**src/rtl/rx_conn_filter.sv**
```systemverilog
// rx_conn_filter: store-and-forward ingress filter that forwards a packet only on a connection lookup hit.
// fwd_count/drop_count registers are built only when RX_FILTER_STATS_EN is defined.
module rx_conn_filter #(
  parameter int DATA_WIDTH = 32,
  parameter int KEY_WORD   = 3,
  parameter int MAX_WORDS  = 64,
  parameter int RESP_WIDTH = 18
) (
  input  logic                  clk,
  input  logic                  rst_n,
  input  logic                  s_axis_rx_tvalid,
  input  logic [DATA_WIDTH-1:0] s_axis_rx_tdata,
  input  logic                  s_axis_rx_tlast,
  output logic                  s_axis_rx_tready,
  output logic                  m_axis_lookup_valid,
  output logic [31:0]           m_axis_lookup_key,
  input  logic                  m_axis_lookup_ready,
  input  logic                  s_axis_lookup_valid,
  input  logic                  s_axis_lookup_hit,
  input  logic [RESP_WIDTH-1:0] s_axis_lookup_resp,
  output logic                  s_axis_lookup_ready,
  output logic                  m_axis_tx_tvalid,
  output logic [DATA_WIDTH-1:0] m_axis_tx_tdata,
  output logic                  m_axis_tx_tlast,
  output logic [RESP_WIDTH-1:0] m_axis_tx_tuser,
  input  logic                  m_axis_tx_tready,
  output logic [15:0]           fwd_count,
  output logic [15:0]           drop_count
);
  localparam int AW = $clog2(MAX_WORDS);
  localparam int PW = AW + 1;
  localparam logic [PW-1:0] KEY_IDX = PW'(KEY_WORD);
  localparam logic [PW-1:0] MAX_IDX = PW'(MAX_WORDS);
  localparam logic [PW-1:0] ONE     = PW'(1);

  typedef enum logic [2:0] {IDLE, RECV, WAIT_RESP, FORWARD, FLUSH, DISCARD} state_t;

  state_t                state_q, state_d;
  logic [PW-1:0]         wr_ptr_q, wr_ptr_d, rd_ptr_q, rd_ptr_d;
  logic                  lk_valid_q, lk_valid_d, pend_q, pend_d, got_q, got_d;
  logic                  hit_q, hit_d, junk_q, junk_d;
  logic [31:0]           key_q, key_d;
  logic [RESP_WIDTH-1:0] resp_q, resp_d;
  logic                  tx_valid_q, tx_valid_d, tx_last_q, tx_last_d;
  logic [DATA_WIDTH-1:0] tx_data_q, tx_data_d;
  logic [DATA_WIDTH-1:0] mem_q [MAX_WORDS];

  logic rx_acc, wr_ok, wr_en, ovf, full, key_acc, rsp, known, hit_now, pend_after;
  logic tx_load, tx_done, clr;

  assign s_axis_rx_tready    = rst_n && (state_q == IDLE || state_q == RECV || state_q == DISCARD);
  assign rx_acc              = s_axis_rx_tvalid && s_axis_rx_tready;
  assign full                = wr_ptr_q == MAX_IDX;
  assign wr_ok               = rx_acc && state_q != DISCARD;
  assign wr_en               = wr_ok && !full;
  assign ovf                 = wr_ok && full;
  assign key_acc             = wr_en && wr_ptr_q == KEY_IDX;
  // A response counts only against a request that is still awaiting one.
  assign rsp                 = s_axis_lookup_valid && pend_q;
  assign known               = got_q || rsp;
  assign hit_now             = rsp ? s_axis_lookup_hit : hit_q;
  assign pend_after          = (pend_q && !rsp) || key_acc;
  assign tx_load             = state_q == FORWARD && (!tx_valid_q || m_axis_tx_tready) && rd_ptr_q != wr_ptr_q;
  assign tx_done             = state_q == FORWARD && tx_valid_q && m_axis_tx_tready && tx_last_q;
  assign clr                 = state_q == FLUSH || tx_done;

  assign m_axis_lookup_valid = lk_valid_q;
  assign m_axis_lookup_key   = key_q;
  assign s_axis_lookup_ready = 1'b1;
  assign m_axis_tx_tvalid    = tx_valid_q;
  assign m_axis_tx_tdata     = tx_data_q;
  assign m_axis_tx_tlast     = tx_last_q;
  assign m_axis_tx_tuser     = resp_q;

  always_ff @(posedge clk) if (wr_en) mem_q[wr_ptr_q[AW-1:0]] <= s_axis_rx_tdata;

  always_comb begin
    state_d    = state_q;
    wr_ptr_d   = wr_en ? wr_ptr_q + ONE : wr_ptr_q;
    rd_ptr_d   = tx_load ? rd_ptr_q + ONE : rd_ptr_q;
    lk_valid_d = key_acc || (lk_valid_q && !m_axis_lookup_ready);
    key_d      = key_acc ? s_axis_rx_tdata[31:0] : key_q;
    pend_d     = pend_after;
    got_d      = known;
    hit_d      = hit_now;
    resp_d     = rsp ? s_axis_lookup_resp : resp_q;
    junk_d     = junk_q || ovf;
    tx_valid_d = tx_load || (tx_valid_q && !m_axis_tx_tready);
    tx_data_d  = tx_load ? mem_q[rd_ptr_q[AW-1:0]] : tx_data_q;
    tx_last_d  = tx_load ? (rd_ptr_q + ONE == wr_ptr_q) : tx_last_q;
    case (state_q)
      IDLE, RECV: if (rx_acc) state_d = !s_axis_rx_tlast ? (ovf ? DISCARD : RECV) :
                                        (known && !ovf) ? (hit_now ? FORWARD : FLUSH) :
                                        pend_after ? WAIT_RESP : FLUSH;
      WAIT_RESP:  if (rsp) state_d = (hit_now && !junk_q) ? FORWARD : FLUSH;
      DISCARD:    if (rx_acc && s_axis_rx_tlast) state_d = pend_after ? WAIT_RESP : FLUSH;
      FORWARD:    if (tx_done) state_d = IDLE;
      FLUSH:      state_d = IDLE;
      default:    state_d = IDLE;
    endcase
    if (clr) begin
      wr_ptr_d   = '0;
      rd_ptr_d   = '0;
      lk_valid_d = 1'b0;
      pend_d     = 1'b0;
      got_d      = 1'b0;
      hit_d      = 1'b0;
      junk_d     = 1'b0;
    end
  end

  always_ff @(posedge clk or negedge rst_n) begin
    if (!rst_n) begin
      state_q    <= IDLE;
      wr_ptr_q   <= '0;
      rd_ptr_q   <= '0;
      lk_valid_q <= 1'b0;
      key_q      <= '0;
      pend_q     <= 1'b0;
      got_q      <= 1'b0;
      hit_q      <= 1'b0;
      resp_q     <= '0;
      junk_q     <= 1'b0;
      tx_valid_q <= 1'b0;
      tx_data_q  <= '0;
      tx_last_q  <= 1'b0;
    end else begin
      state_q    <= state_d;
      wr_ptr_q   <= wr_ptr_d;
      rd_ptr_q   <= rd_ptr_d;
      lk_valid_q <= lk_valid_d;
      key_q      <= key_d;
      pend_q     <= pend_d;
      got_q      <= got_d;
      hit_q      <= hit_d;
      resp_q     <= resp_d;
      junk_q     <= junk_d;
      tx_valid_q <= tx_valid_d;
      tx_data_q  <= tx_data_d;
      tx_last_q  <= tx_last_d;
    end
  end

`ifdef RX_FILTER_STATS_EN
  logic [15:0] fwd_cnt_q, fwd_cnt_d, drop_cnt_q, drop_cnt_d;

  always_comb begin
    fwd_cnt_d  = (tx_done && fwd_cnt_q != 16'hFFFF) ? fwd_cnt_q + 16'd1 : fwd_cnt_q;
    drop_cnt_d = (state_q == FLUSH && drop_cnt_q != 16'hFFFF) ? drop_cnt_q + 16'd1 : drop_cnt_q;
  end

  always_ff @(posedge clk or negedge rst_n) begin
    if (!rst_n) begin
      fwd_cnt_q  <= '0;
      drop_cnt_q <= '0;
    end else begin
      fwd_cnt_q  <= fwd_cnt_d;
      drop_cnt_q <= drop_cnt_d;
    end
  end

  assign fwd_count  = fwd_cnt_q;
  assign drop_count = drop_cnt_q;
`else
  assign fwd_count  = '0;
  assign drop_count = '0;
`endif
endmodule

```
**config.mk**
```make
export PLATFORM = sky130hd
export DESIGN_NAME = rx_conn_filter
export DESIGN_NICKNAME = d
export VERILOG_FILES = /design/src/rtl/rx_conn_filter.sv
export SDC_FILE = /design/constraint.sdc
export NUM_CORES = 2
export LEC_CHECK = 0
export BUFFER_PORTS_ARGS = -buffer_cell sky130_fd_sc_hd__buf_4
export CORE_MARGIN = 4
export CORE_UTILIZATION = 48
export CTS_BUF_LIST = sky130_fd_sc_hd__clkbuf_8
export CTS_CLUSTER_SIZE = 16
export DETAILED_ROUTE_END_ITERATION = 10
export GPL_ROUTABILITY_DRIVEN = 0
export PLACE_DENSITY = 0.68
export SLEW_MARGIN = 20
export SYNTH_ARGS = -nofsm -noshare
export SYNTH_HDL_FRONTEND = slang
export SYNTH_SLANG_ARGS = --single-unit
```
**constraint.sdc**
```tcl
create_clock -name clk -period 4.25 [get_ports clk]
set_clock_uncertainty 0.05 [all_clocks]
set_input_delay 0.2125 -clock clk [delete_from_list [all_inputs] [get_ports clk]]
set_output_delay 0.2125 -clock clk [all_outputs]
set_load 0.05 [all_outputs]
```
==> key figures <==
Run status
  • Outcome: completed

Timing
  • Crit share post-route: 0.882
  • Max frequency: 0.267 GHz
  • Relative slew slack: 0.272
  • Tightest Pin Transition: 1090 ps
  • Final setup vio count: 0
  • Worst setup margin: 501 ps
  • Setup TNS: 0 ps
  • Hold_ws: 172 ps
  • Minimum clock period: 3750 ps
  • Final-report hold violation count: 0
  • Slew Viols, Final: 0
  • RSZ-0062 raised after global routing: false

Pwr
  • Worst vdd ir: 0.374 mV
  • Seq pwr share: 0.506
  • Switch Pwr: 12.8 mW
  • Sw Ratio: 0.267
  • Pwr per Cell Area: 500 nW/um2
  • Pleak: 31.1 nW
  • Final Total Pwr: 48.0 mW
  • Combinational power share: 0.153
  • Clock share of power: 0.341
  • P_int: 35.2 mW

Critical path
  • CP required: 5110 ps
  • Setup crit end kind: register
  • Crit-path cells: buf_4 > nor4_1 > a41oi_1 > mux2_2 > nand3b_1 > dlygate4sd3_1 > o311ai_0 > dlygate4sd3_1
  • Most numerous cell on the critical path: dlygate4sd3_1
  • Crit-path max cell delay: 870 ps
  • R2R cell count: 8
  • WS Path Type: reg -> reg
  • Slowest library cell on the worst path: nor4_1
  • Startpoint Class: register
  • Critical path peak fanout: 11
  • CP Data Arrival Time: 4610 ps

Logic synthesis
  • Synth top area cells: edfxtp_1 (73%), mux4_2 (11%), dfrtp_1 (3.2%)
  • Distinct cell type count after synthesis: 79
  • Synth Flop Type: edfxtp_1
  • Yosys top cell area share: 0.735
  • YS warnings: 0
  • Avg Synthesized Cell Area: 21.2 um2
  • Sequential-to-total area share from yosys stat: 0.766
  • Synthesized instance count: 3,942
  • Seq cells post-synth: 2,154
  • Yosys top cell by area: edfxtp_1
  • Mapped Area: 83,700 um2
  • Post-synth EDFFs: 2,048
  • Fraction of registers with async set/reset: 0.0492

Floorplanning
  • Boundary pin count: 177
  • Core box area: 174,000 um2
  • Die area: 181,000 um2
  • FP Rows: 153
  • Die Ht: 426 um
  • Die W: 426 um
  • Initial Utilization: 0.482

Flow run
  • Max cap viols: 0

GRT
  • Number of global-route vias before repair: 43,800
  • Largest net degree at the start of global routing: 68
  • Total global-route track usage: 0.253
  • GRT overflow: 0
  • Antenna violations before repair: 5
  • Global-route wire length before repair: 325 mm

Routing
  • Vias: 43,700
  • Routed WL per cell: 32.2 um
  • DRT iter0 DRCs: 5,656
  • Vias per inst: 6.15
  • Drt pass-1 iters: 8
  • DRC: 0
  • Antenna-violating nets left: 0
  • Drt total wl: 228 mm

Clock tree
  • Longest Clk Path Bufs: 4
  • Num CTS Buffers: 346
  • Hold Buf Count CTS: 85
  • Clk sink count: 2,154
  • Setup bufs post-CTS: 0
  • CTS tree: done
  • Post-cts sizing count: 0
  • Htree depth: 5
  • Clk Latency, worst-skew pair: 1040 ps
  • Clock slew at reported path FFs: 60 ps
  • Root Driver: clkbuf_8

Final layout
  • P&R area growth vs syn: 14.7%
  • Util after Layout: 0.553
  • Share of post-route cells with drive strength above 1: 0.291
  • Final nets: 4,588

Worst hold path
  • HP Class: in -> reg
  • Worst hold path depth: 4

Placed design
  • Port bufs: 143
  • Hpwl dp: 132 mm
  • Pre-CTS setup slack: 658 ps
-- cell usage in the layout (no fill, tap or decap), types with 10 or more instances in the layout --
cell,instances
dfrtp_1,101
a211o_1,11
mux2_2,92
a211oi_1,31
a2111oi_0,12
nor2_1,89
mux4_1,30
clkinv_2,26
a21oi_1,33
conb_1,33
a22oi_1,46
buf_12,46
dlygate4sd3_1,85
clkbuf_8,371
inv_1,130
clkinv_1,57
nand3_1,32
o31ai_1,15
a22o_1,21
mux4_2,406
nor2_4,65
a32oi_1,10
nand2_1,104
buf_4,327
edfxtp_1,2048
mux2i_1,181
o41ai_1,11
o21ai_0,21
xnor2_1,15
a221oi_1,15
o211ai_1,11
a31oi_1,17
nand3b_1,12
o221ai_1,24
o22ai_1,55
nor2b_1,36
nand2b_1,14
-- state kept, by name, indices dropped and copies added (netlist names) --
signal	flops
mem_q	2048
m_axis_lookup_key	32
m_axis_tx_tdata	32
m_axis_tx_tuser	18
rd_ptr_q	7
wr_ptr_q	7
state_q	3
got_q	1
hit_q	1
junk_q	1
m_axis_lookup_valid	1
m_axis_tx_tlast	1
m_axis_tx_tvalid	1
pend_q	1
-- routing by layer --
metal	GRT usage	share of wire
met1	0.355	0.38
met2	0.395	0.48
met3	0.0526	0.10
met4	0.0954	0.038
met5	0	0.000039
-- worst paths after layout --
kind / from / end / slack, ps
max in group asynchronous: rst_n / rd_ptr_q[1]$_DFFE_PN0P_ / 1990
max: wr_ptr_q[3]$_DFFE_PN0P_ / state_q[1]$_DFFE_PN0P_ / 500
min reg2reg: m_axis_lookup_key[1]$_DFFE_PN0P_ / m_axis_lookup_key[1]$_DFFE_PN0P_ / 450
max reg2reg: wr_ptr_q[3]$_DFFE_PN0P_ / state_q[1]$_DFFE_PN0P_ / 500
min: m_axis_tx_tready / m_axis_tx_tvalid$_DFF_PN0_ / 170
min in group asynchronous: rst_n / state_q[2]$_DFFE_PN0P_ / 600
-- cells by family after synthesis --
| group | Yosys count | synth area share |
|---|---|---|
| muxes | 709 | 0.153 |
| xor gates and xnor gates | 19 | 0.00199 |
| DFF | 2154 | 0.766 |
| other | 2 | 0.0000897 |
| and+or+nand+nor | 411 | 0.0231 |
| AOI/OAI and AO/OA | 378 | 0.0336 |
| adders and majority gates | 3 | 0.000448 |
| buffers and inverters | 266 | 0.0218 |
-- critical path, delay by kind of cell, from the launching register on --
kind / cells / cell delay, ps
buffers and inverters: 3 / 1340
multiplexers: 1 / 390
AND/OR/NAND/NOR: 2 / 1030
AO/OA/AOI/OAI: 2 / 470
flip-flops: 1 / 380
-- cell usage after synthesis (10+ instances only) --
| master | count |
|---|---|
| o21ai_0 | 21 |
| o221ai_1 | 24 |
| a211oi_1 | 31 |
| a211o_1 | 11 |
| mux4_2 | 406 |
| mux2i_1 | 181 |
| a2111oi_0 | 13 |
| a21oi_1 | 34 |
| edfxtp_1 | 2048 |
| a31oi_1 | 17 |
| nor2b_1 | 38 |
| buf_4 | 90 |
| o41ai_1 | 11 |
| buf_6 | 36 |
| nand2b_1 | 14 |
| a22oi_1 | 46 |
| o31ai_1 | 15 |
| nor2_1 | 157 |
| nand3b_1 | 12 |
| a22o_1 | 21 |
| mux4_1 | 30 |
| o22ai_1 | 56 |
| o211ai_1 | 11 |
| a221oi_1 | 15 |
| inv_1 | 10 |
| clkbuf_1 | 58 |
| nand3_1 | 33 |
| dfrtp_1 | 106 |
| buf_2 | 54 |
| xnor2_1 | 15 |
| nand2_1 | 104 |
| mux2_2 | 92 |
| a32oi_1 | 10 |
-- per-stage QoR --
step	std cells	cell area [um2]
5_1_grt	7097	96000
3_3_place_gp	6419	88900
3_5_place_dp	6419	88900
2_1_floorplan	3973	83800
4_1_cts	7096	96000
6_report	7098	96000
-- final cells by class --
class | instances | area (um2)
tap | 2325 | 2910
sequential | 2154 | 64200
clock buffer | 371 | 5110
clock inverter | 221 | 1120
timing repair buffer | 459 | 4240
multi-input combinational | 1553 | 18400
fill | 12900 | 77600
inverter | 13 | 51.3
antenna | 2 | 5.00
-- power by group through the flow --
stage / Sequential, mW / Combinational [mW] / Clock [mW]
6_report: 24.3 / 7.35 / 16.4
5_1_grt: 24.3 / 7.74 / 17.7
4_1_cts: 24.3 / 7.39 / 16.7
3_5_place_dp: 24.7 / 7.29 / 0
3_3_place_gp: 24.7 / 7.22 / 0
2_1_floorplan: 25.6 / 3.94 / 0
Power figures use the tool's default switching activity.
